[src/rtl/ex_muldiv.sv]
// ---------------------------------------------------------------------------
// ex_muldiv : iterative RV32M multiply/divide unit for the execute stage.
//
// Performs MUL, MULH, MULHSU, MULHU, DIV, DIVU, REM and REMU on operand
// magnitudes with one shift-add (multiply) or restoring-subtract (divide)
// step per cycle, then applies sign correction. Divide-by-zero and signed
// overflow finish in a single cycle with the RISC-V defined results.
//
// Optional build macro:
//   MULDIV_FAST_MUL_EN - multiplies use a single-cycle XLENxXLEN multiplier
//                        (start -> MUL -> DONE); the divide path is unchanged.
//
// Ports:
//   clk     in   1     rising-edge clock
//   rst_n   in   1     asynchronous active-low reset
//   start   in   1     M-extension instruction present in EX
//   funct3  in   3     operation select (000 MUL .. 111 REMU)
//   src_a   in   XLEN  rs1 value
//   src_b   in   XLEN  rs2 value
//   flush   in   1     synchronous kill of the in-flight operation
//   stall   out  1     hold IF/ID/EX while the unit is busy
//   done    out  1     result valid this cycle
//   result  out  XLEN  product half, quotient or remainder
// ---------------------------------------------------------------------------
module ex_muldiv #(
    parameter int XLEN = 32
) (
    input  logic            clk,
    input  logic            rst_n,
    input  logic            start,
    input  logic [2:0]      funct3,
    input  logic [XLEN-1:0] src_a,
    input  logic [XLEN-1:0] src_b,
    input  logic            flush,
    output logic            stall,
    output logic            done,
    output logic [XLEN-1:0] result
);

    localparam int CNT_W = $clog2(XLEN) + 1;
    localparam logic [XLEN-1:0] ZERO    = {XLEN{1'b0}};
    localparam logic [XLEN-1:0] ONES    = {XLEN{1'b1}};
    localparam logic [XLEN-1:0] MIN_VAL = {1'b1, {(XLEN-1){1'b0}}};
    localparam logic [CNT_W-1:0] LAST_CNT = CNT_W'(XLEN - 1);

    typedef enum logic [1:0] {
        S_IDLE = 2'd0,
        S_MUL  = 2'd1,
        S_DIV  = 2'd2,
        S_DONE = 2'd3
    } state_t;

    // Two's-complement negate when en is set (double width and single width).
    function automatic logic [2*XLEN-1:0] neg_w(input logic [2*XLEN-1:0] v, input logic en);
        if (en) begin
            return -v;
        end else begin
            return v;
        end
    endfunction

    function automatic logic [XLEN-1:0] neg_x(input logic [XLEN-1:0] v, input logic en);
        if (en) begin
            return -v;
        end else begin
            return v;
        end
    endfunction

    state_t            state_r, state_nxt_s;
    logic [2:0]        funct3_r;
    logic [XLEN-1:0]   ma_r, mb_r, acc_r, lo_r, result_r;
    logic [CNT_W-1:0]  count_r;
    logic              neg_q_r, neg_rem_r;

    logic              a_signed_s, b_signed_s, sa_s, sb_s;
    logic [XLEN-1:0]   mag_a_s, mag_b_s, special_res_s;
    logic              div_zero_s, ovf_s, special_s, accept_s, busy_s, last_s;
    logic              mul_last_s, div_last_s;
    logic [XLEN:0]     mul_sum_s, div_shift_s, div_diff_s;
    logic [XLEN-1:0]   acc_step_s, lo_step_s;
    logic [2*XLEN-1:0] prod_raw_s, prod_fix_s;
    logic [XLEN-1:0]   mul_res_s, quo_fix_s, rem_fix_s, final_res_s;

    // Operand signedness per funct3 (MULHSU: rs1 signed, rs2 unsigned).
    always_comb begin
        a_signed_s = 1'b0;
        b_signed_s = 1'b0;
        case (funct3)
            3'b000, 3'b001, 3'b100, 3'b110: begin
                a_signed_s = 1'b1;
                b_signed_s = 1'b1;
            end
            3'b010: begin
                a_signed_s = 1'b1;
                b_signed_s = 1'b0;
            end
            default: begin
                a_signed_s = 1'b0;
                b_signed_s = 1'b0;
            end
        endcase
    end

    assign sa_s       = a_signed_s & src_a[XLEN-1];
    assign sb_s       = b_signed_s & src_b[XLEN-1];
    assign mag_a_s    = neg_x(src_a, sa_s);
    assign mag_b_s    = neg_x(src_b, sb_s);
    assign div_zero_s = funct3[2] & (src_b == ZERO);
    assign ovf_s      = funct3[2] & ~funct3[0] & (src_a == MIN_VAL) & (src_b == ONES);
    assign special_s  = div_zero_s | ovf_s;
    assign accept_s   = (state_r == S_IDLE) & start & ~flush;
    assign busy_s     = (state_r == S_MUL) | (state_r == S_DIV);

    // Single-cycle results for x/0 and MIN/-1 (remainder ops select the rem value).
    always_comb begin
        special_res_s = ZERO;
        if (div_zero_s) begin
            special_res_s = funct3[1] ? src_a : ONES;
        end else if (ovf_s) begin
            special_res_s = funct3[1] ? ZERO : MIN_VAL;
        end else begin
            special_res_s = ZERO;
        end
    end

    // acc holds the product high half / partial remainder; lo holds the
    // multiplier bits being consumed / dividend bits becoming the quotient.
    assign mul_sum_s   = {1'b0, acc_r} + {1'b0, (lo_r[0] ? ma_r : ZERO)};
    assign div_shift_s = {acc_r, lo_r[XLEN-1]};
    assign div_diff_s  = div_shift_s - {1'b0, mb_r};

    // One iteration step for the current state.
    always_comb begin
        acc_step_s = acc_r;
        lo_step_s  = lo_r;
        if (state_r == S_MUL) begin
            acc_step_s = mul_sum_s[XLEN:1];
            lo_step_s  = {mul_sum_s[0], lo_r[XLEN-1:1]};
        end else if (state_r == S_DIV) begin
            if (!div_diff_s[XLEN]) begin
                acc_step_s = div_diff_s[XLEN-1:0];
                lo_step_s  = {lo_r[XLEN-2:0], 1'b1};
            end else begin
                acc_step_s = div_shift_s[XLEN-1:0];
                lo_step_s  = {lo_r[XLEN-2:0], 1'b0};
            end
        end else begin
            acc_step_s = acc_r;
            lo_step_s  = lo_r;
        end
    end

`ifdef MULDIV_FAST_MUL_EN
    assign prod_raw_s = {{XLEN{1'b0}}, ma_r} * {{XLEN{1'b0}}, mb_r};
    assign mul_last_s = 1'b1;
`else
    assign prod_raw_s = {acc_step_s, lo_step_s};
    assign mul_last_s = (count_r == LAST_CNT);
`endif
    assign div_last_s = (count_r == LAST_CNT);
    assign last_s     = ((state_r == S_MUL) & mul_last_s) | ((state_r == S_DIV) & div_last_s);

    // Sign correction and result selection, taken from the final step's values.
    always_comb begin
        prod_fix_s  = neg_w(prod_raw_s, neg_q_r);
        quo_fix_s   = neg_x(lo_step_s, neg_q_r);
        rem_fix_s   = neg_x(acc_step_s, neg_rem_r);
        mul_res_s   = (funct3_r[1:0] == 2'b00) ? prod_fix_s[XLEN-1:0] : prod_fix_s[2*XLEN-1:XLEN];
        if (funct3_r[2]) begin
            final_res_s = funct3_r[1] ? rem_fix_s : quo_fix_s;
        end else begin
            final_res_s = mul_res_s;
        end
    end

    // FSM state register.
    always_ff @(posedge clk or negedge rst_n) begin
        if (!rst_n) begin
            state_r <= S_IDLE;
        end else begin
            state_r <= state_nxt_s;
        end
    end

    // FSM next-state logic; flush returns to IDLE from any state.
    always_comb begin
        state_nxt_s = state_r;
        if (flush) begin
            state_nxt_s = S_IDLE;
        end else begin
            case (state_r)
                S_IDLE: begin
                    if (start) begin
                        if (special_s) begin
                            state_nxt_s = S_DONE;
                        end else begin
                            state_nxt_s = funct3[2] ? S_DIV : S_MUL;
                        end
                    end else begin
                        state_nxt_s = S_IDLE;
                    end
                end
                S_MUL:   state_nxt_s = mul_last_s ? S_DONE : S_MUL;
                S_DIV:   state_nxt_s = div_last_s ? S_DONE : S_DIV;
                S_DONE:  state_nxt_s = S_IDLE;
                default: state_nxt_s = S_IDLE;
            endcase
        end
    end

    // FSM outputs: stall covers the accept cycle and all iteration cycles.
    always_comb begin
        stall = accept_s | busy_s;
        done  = (state_r == S_DONE) & ~flush;
    end

    assign result = result_r;

    // Datapath: latch operands on accept, iterate while busy, capture result.
    always_ff @(posedge clk or negedge rst_n) begin
        if (!rst_n) begin
            funct3_r  <= 3'b000;
            ma_r      <= ZERO;
            mb_r      <= ZERO;
            acc_r     <= ZERO;
            lo_r      <= ZERO;
            count_r   <= {CNT_W{1'b0}};
            neg_q_r   <= 1'b0;
            neg_rem_r <= 1'b0;
            result_r  <= ZERO;
        end else if (accept_s) begin
            funct3_r  <= funct3;
            ma_r      <= mag_a_s;
            mb_r      <= mag_b_s;
            acc_r     <= ZERO;
            lo_r      <= funct3[2] ? mag_a_s : mag_b_s;
            count_r   <= {CNT_W{1'b0}};
            neg_q_r   <= sa_s ^ sb_s;
            neg_rem_r <= sa_s;
            if (special_s) begin
                result_r <= special_res_s;
            end
        end else if (busy_s && !flush) begin
            acc_r   <= acc_step_s;
            lo_r    <= lo_step_s;
            count_r <= count_r + CNT_W'(1);
            if (last_s) begin
                result_r <= final_res_s;
            end
        end
    end

endmodule

[config.mk]
export PLATFORM = sky130hd
export DESIGN_NAME = ex_muldiv
export DESIGN_NICKNAME = d
export VERILOG_FILES = /design/src/rtl/ex_muldiv.sv
export SDC_FILE = /design/constraint.sdc
export NUM_CORES = 1
export LEC_CHECK = 0
export ABC_AREA = 1
export BUFFER_PORTS_ARGS = -buffer_cell sky130_fd_sc_hd__buf_2
export CORE_ASPECT_RATIO = 2
export CORE_MARGIN = 3
export CORE_UTILIZATION = 40
export CTS_CLUSTER_SIZE = 25
export DETAILED_ROUTE_END_ITERATION = 16
export PLACE_DENSITY = 0.64
export SLEW_MARGIN = 0
export SYNTH_ARGS = -nofsm -noshare
export SYNTH_HDL_FRONTEND = slang
export SYNTH_SLANG_ARGS = --single-unit
[constraint.sdc]
create_clock -name clk -period 4.7 [get_ports clk]
set_input_delay 0.47 -clock clk [delete_from_list [all_inputs] [get_ports clk]]
set_output_delay 0.47 -clock clk [all_outputs]
set_load 0.02 [all_outputs]
==> impl_metrics.ini <==
[run_status]
run_status = finished, final reports clean

[critical_path]
ff2ff_setup_slack_ps = 270
worst_setup_path_start_kind = flip-flop
critPathArrivalTime_ps = 4800
timing.rr.end = result[20]$_DFFE_PN0P_
crit_path_start = acc_r[15]$_DFFE_PN0P_
reg2reg_from = acc_r[15]$_DFFE_PN0P_
path_class = flip-flop to flip-flop
reg2reg_depth = 27
end_kind = flip-flop
worstPathMaxFanout = 5
cp_data_required_time_ps = 5070
endpoint = result[20]$_DFFE_PN0P_

[global_routing]
antenna_found_initial = 1
grt_pass1_vias = 22800
grt.overflow.total = 0
grt_max_degree = 125
grt_util_all_layers = 0.373
grt_pass1_wl_mm = 142

[power]
p_per_area_mw_per_mm2 = 770
leakage_nw = 11.3
irDropWorstVdd_uv = 407

[die]
dieWidth_um = 162
die_area_mm2 = 0.0516
std_cell_rows = 113
start_util = 0.408
core_mm2 = 0.0478
pin_count = 105
dieHeight_um = 318

[sta]
tightest_slew_ps = 1030
final-hold-violation-count = 0
rsz0062_at_grt = true
post-route-period-util = 0.943
maxSlewViolCount = 0
setup_violations = 0
fin_skew_ps = 22.6
max_freq_mhz = 226
fin_setup_tns_ps = 0
relSlewSlack = 0.307
layout_setup_ws_ps = 270
fin_crit_ps = 4430

[clock_tree]
clk_latency_ps = 490
clockBufferDepth = 2
cts_tree = built
numCtsBuffers = 17
cts_max_level = 4
clkTransAtPathRegs_ps = 90
cts.sinks = 173
clock-root-buffer = clkbuf_16
postCtsHoldBufs = 0

[synth]
synthesis.nets = 3419
syn-instance-count = 3271
synth_area_mm2 = 0.0195
ys_async_sr_fraction = 1.00
ys_ff_latch = 173
post_synth_num_cell_types = 62
synth_seq_area_share = 0.222
synth_flop_cell = dfrtp_1
avgSynthCellArea_um2 = 5.96
synth_warnings = 0
synth-edff-count = 0

[place]
dp_cells = 3965
pre_cts_slack_ps = 82.3
gp_congestion = 1.08
hpwl_mm = 77.7
portBuffers = 104

[flow_run]
cap_violations = 0

[finish]
syn_to_final_growth_pct = 10.7
drive_gt1_frac = 0.106
layoutNonFillerInstCount = 4000
final_common_cell = nand2_1
final_cell_mix = nand2_1, inv_1, nor2_1
antennaDiodeCount = 0
num-nets-final = 3503
fillCellCount = 5405

[routing]
drt-total-wl_mm = 97.7
drtAntennaViolNets = 0
wl_per_cell_um = 24.4
drc = 0
first_pass_iters = 8
viasPerCell = 5.74
drt_iter0_markers = 2063
vias = 23000

[worst_hold_path]
min_path_type = input pin to async pin
## synth_stat cells, types with 9 or more instances
master    count  share of area
dfrtp_1     173           0.22
nor2_1      254          0.049
nor3_1       48          0.012
nand4_1      45          0.014
o21bai_1     24         0.0092
nand2_2      32          0.010
ha_1         75          0.048
a31oi_1      13         0.0042
clkbuf_1     75          0.014
buf_2        19         0.0049
nor2_2       18         0.0058
nand2_1     982           0.19
nand3_1     232          0.060
o211ai_1     23         0.0089
nand3_2       9         0.0046
o22ai_1      35          0.011
o21ai_0     220          0.057
or2_2        18         0.0058
xnor2_1      37          0.017
nand3b_1     12         0.0046
inv_1       475          0.092
o21ai_1      27         0.0069
nand2_4      11         0.0064
xor2_1       80          0.036
a21oi_1     208          0.053
nor4_1       10         0.0032
buf_1        14         0.0027
## critical path, cell delays in order, from the launching register on
cell,delay [ps]
dfrtp_1,540
ha_1,490
nand2_1,160
nor2_1,160
nand2_1,90
nor2_1,190
nand2_4,110
nand3_4,80
nand3_2,140
a21boi_2,220
ha_2,190
inv_1,80
nor2_4,140
nand3_4,100
nor2_1,100
nand4_1,130
nor2_4,180
nand4_1,170
nor2_2,210
nand2_2,120
o21ai_2,190
nand2_1,70
nand2_1,60
nand3_1,70
nand2_1,90
nand3_1,70
nand2_1,80
nand2_1,60
## state kept, by name (all words and copies together) (netlist names)
name / flops
acc_r: 32
count_r: 6
funct3_r: 3
lo_r: 32
ma_r: 32
mb_r: 32
neg_q_r: 1
neg_rem_r: 1
result: 32
state_r: 2
## routing by layer
layer  vias to the layer above  wire length (µm)  part of all wire  global-route usage
met5                         -                13           0.00013                   0
met4                         2             13400              0.14               0.397
met3                       505              6300             0.064              0.0657
met2                      1135             46800              0.48               0.635
met1                     10600             31200              0.32               0.358
li1                      10700                 -                 -                   -
## where the power goes
part,leakage [nW],internal [mW],switching (mW)
registers,2.14,2.10,0.620
clock network,0.293,0.733,0.801
logic,8.90,3.60,8.76
total,11.3,6.43,10.2
## worst min-delay path by stage
| stage | startpoint | to | slack, ps | depth (start not counted) |
|---|---|---|---|---|
| after global placement | result[29]$_DFFE_PN0P_ | result[29]$_DFFE_PN0P_ | 460 | 2 |
| after CTS | rst_n | count_r[3]$_DFFE_PN0P_ | 160 | 1 |
| final | rst_n | count_r[3]$_DFFE_PN0P_ | 100 | 1 |
| after detailed placement | result[29]$_DFFE_PN0P_ | result[29]$_DFFE_PN0P_ | 460 | 2 |
| after global routing | rst_n | count_r[3]$_DFFE_PN0P_ | 160 | 1 |
| after floorplan | rst_n | acc_r[0]$_DFFE_PN0P_ | 170 | 0 |
## stage by stage
| stage | area, µm² | hold WS (ps) | util | total power [mW] |
|---|---|---|---|---|
| floorplan | 19500 | 174 | - | 10.3 |
| finish | 21600 | 104 | 0.451 | 16.6 |
| global route | 21600 | 160 | 0.451 | 17.7 |
| detailed placement | 20900 | 462 | 0.437 | 14.6 |
| global placement | 20900 | 462 | 0.437 | 14.6 |
| CTS | 21500 | 157 | 0.450 | 16.2 |
## cell type report
cell class	count	area, µm²	area share
clock buffer	18	439	0.0204
clock inverter	14	166	0.00771
inverter	484	1820	0.0842
multi-input combinational	2493	12800	0.596
sequential	173	4330	0.201
tap	632	791	0.0367
timing repair buffer	186	1180	0.0548
## timing repair
action,in CTS,in global routing
endpoints found under the setup margin,0,20
endpoints found under the hold margin,0,0
buffers inserted,0,3
resized for setup,0,17
## kinds of logic after synthesis
kind of cell	Yosys count	synth area share
AOI/OAI and AO/OA	610	0.179
buffers and inverters	605	0.122
DFF	173	0.222
xor gates and xnor gates	117	0.0526
adders and majority gates	77	0.0502
and+or+nand+nor	1689	0.374
No activity file was read; power rests on OpenSTA's default activity.
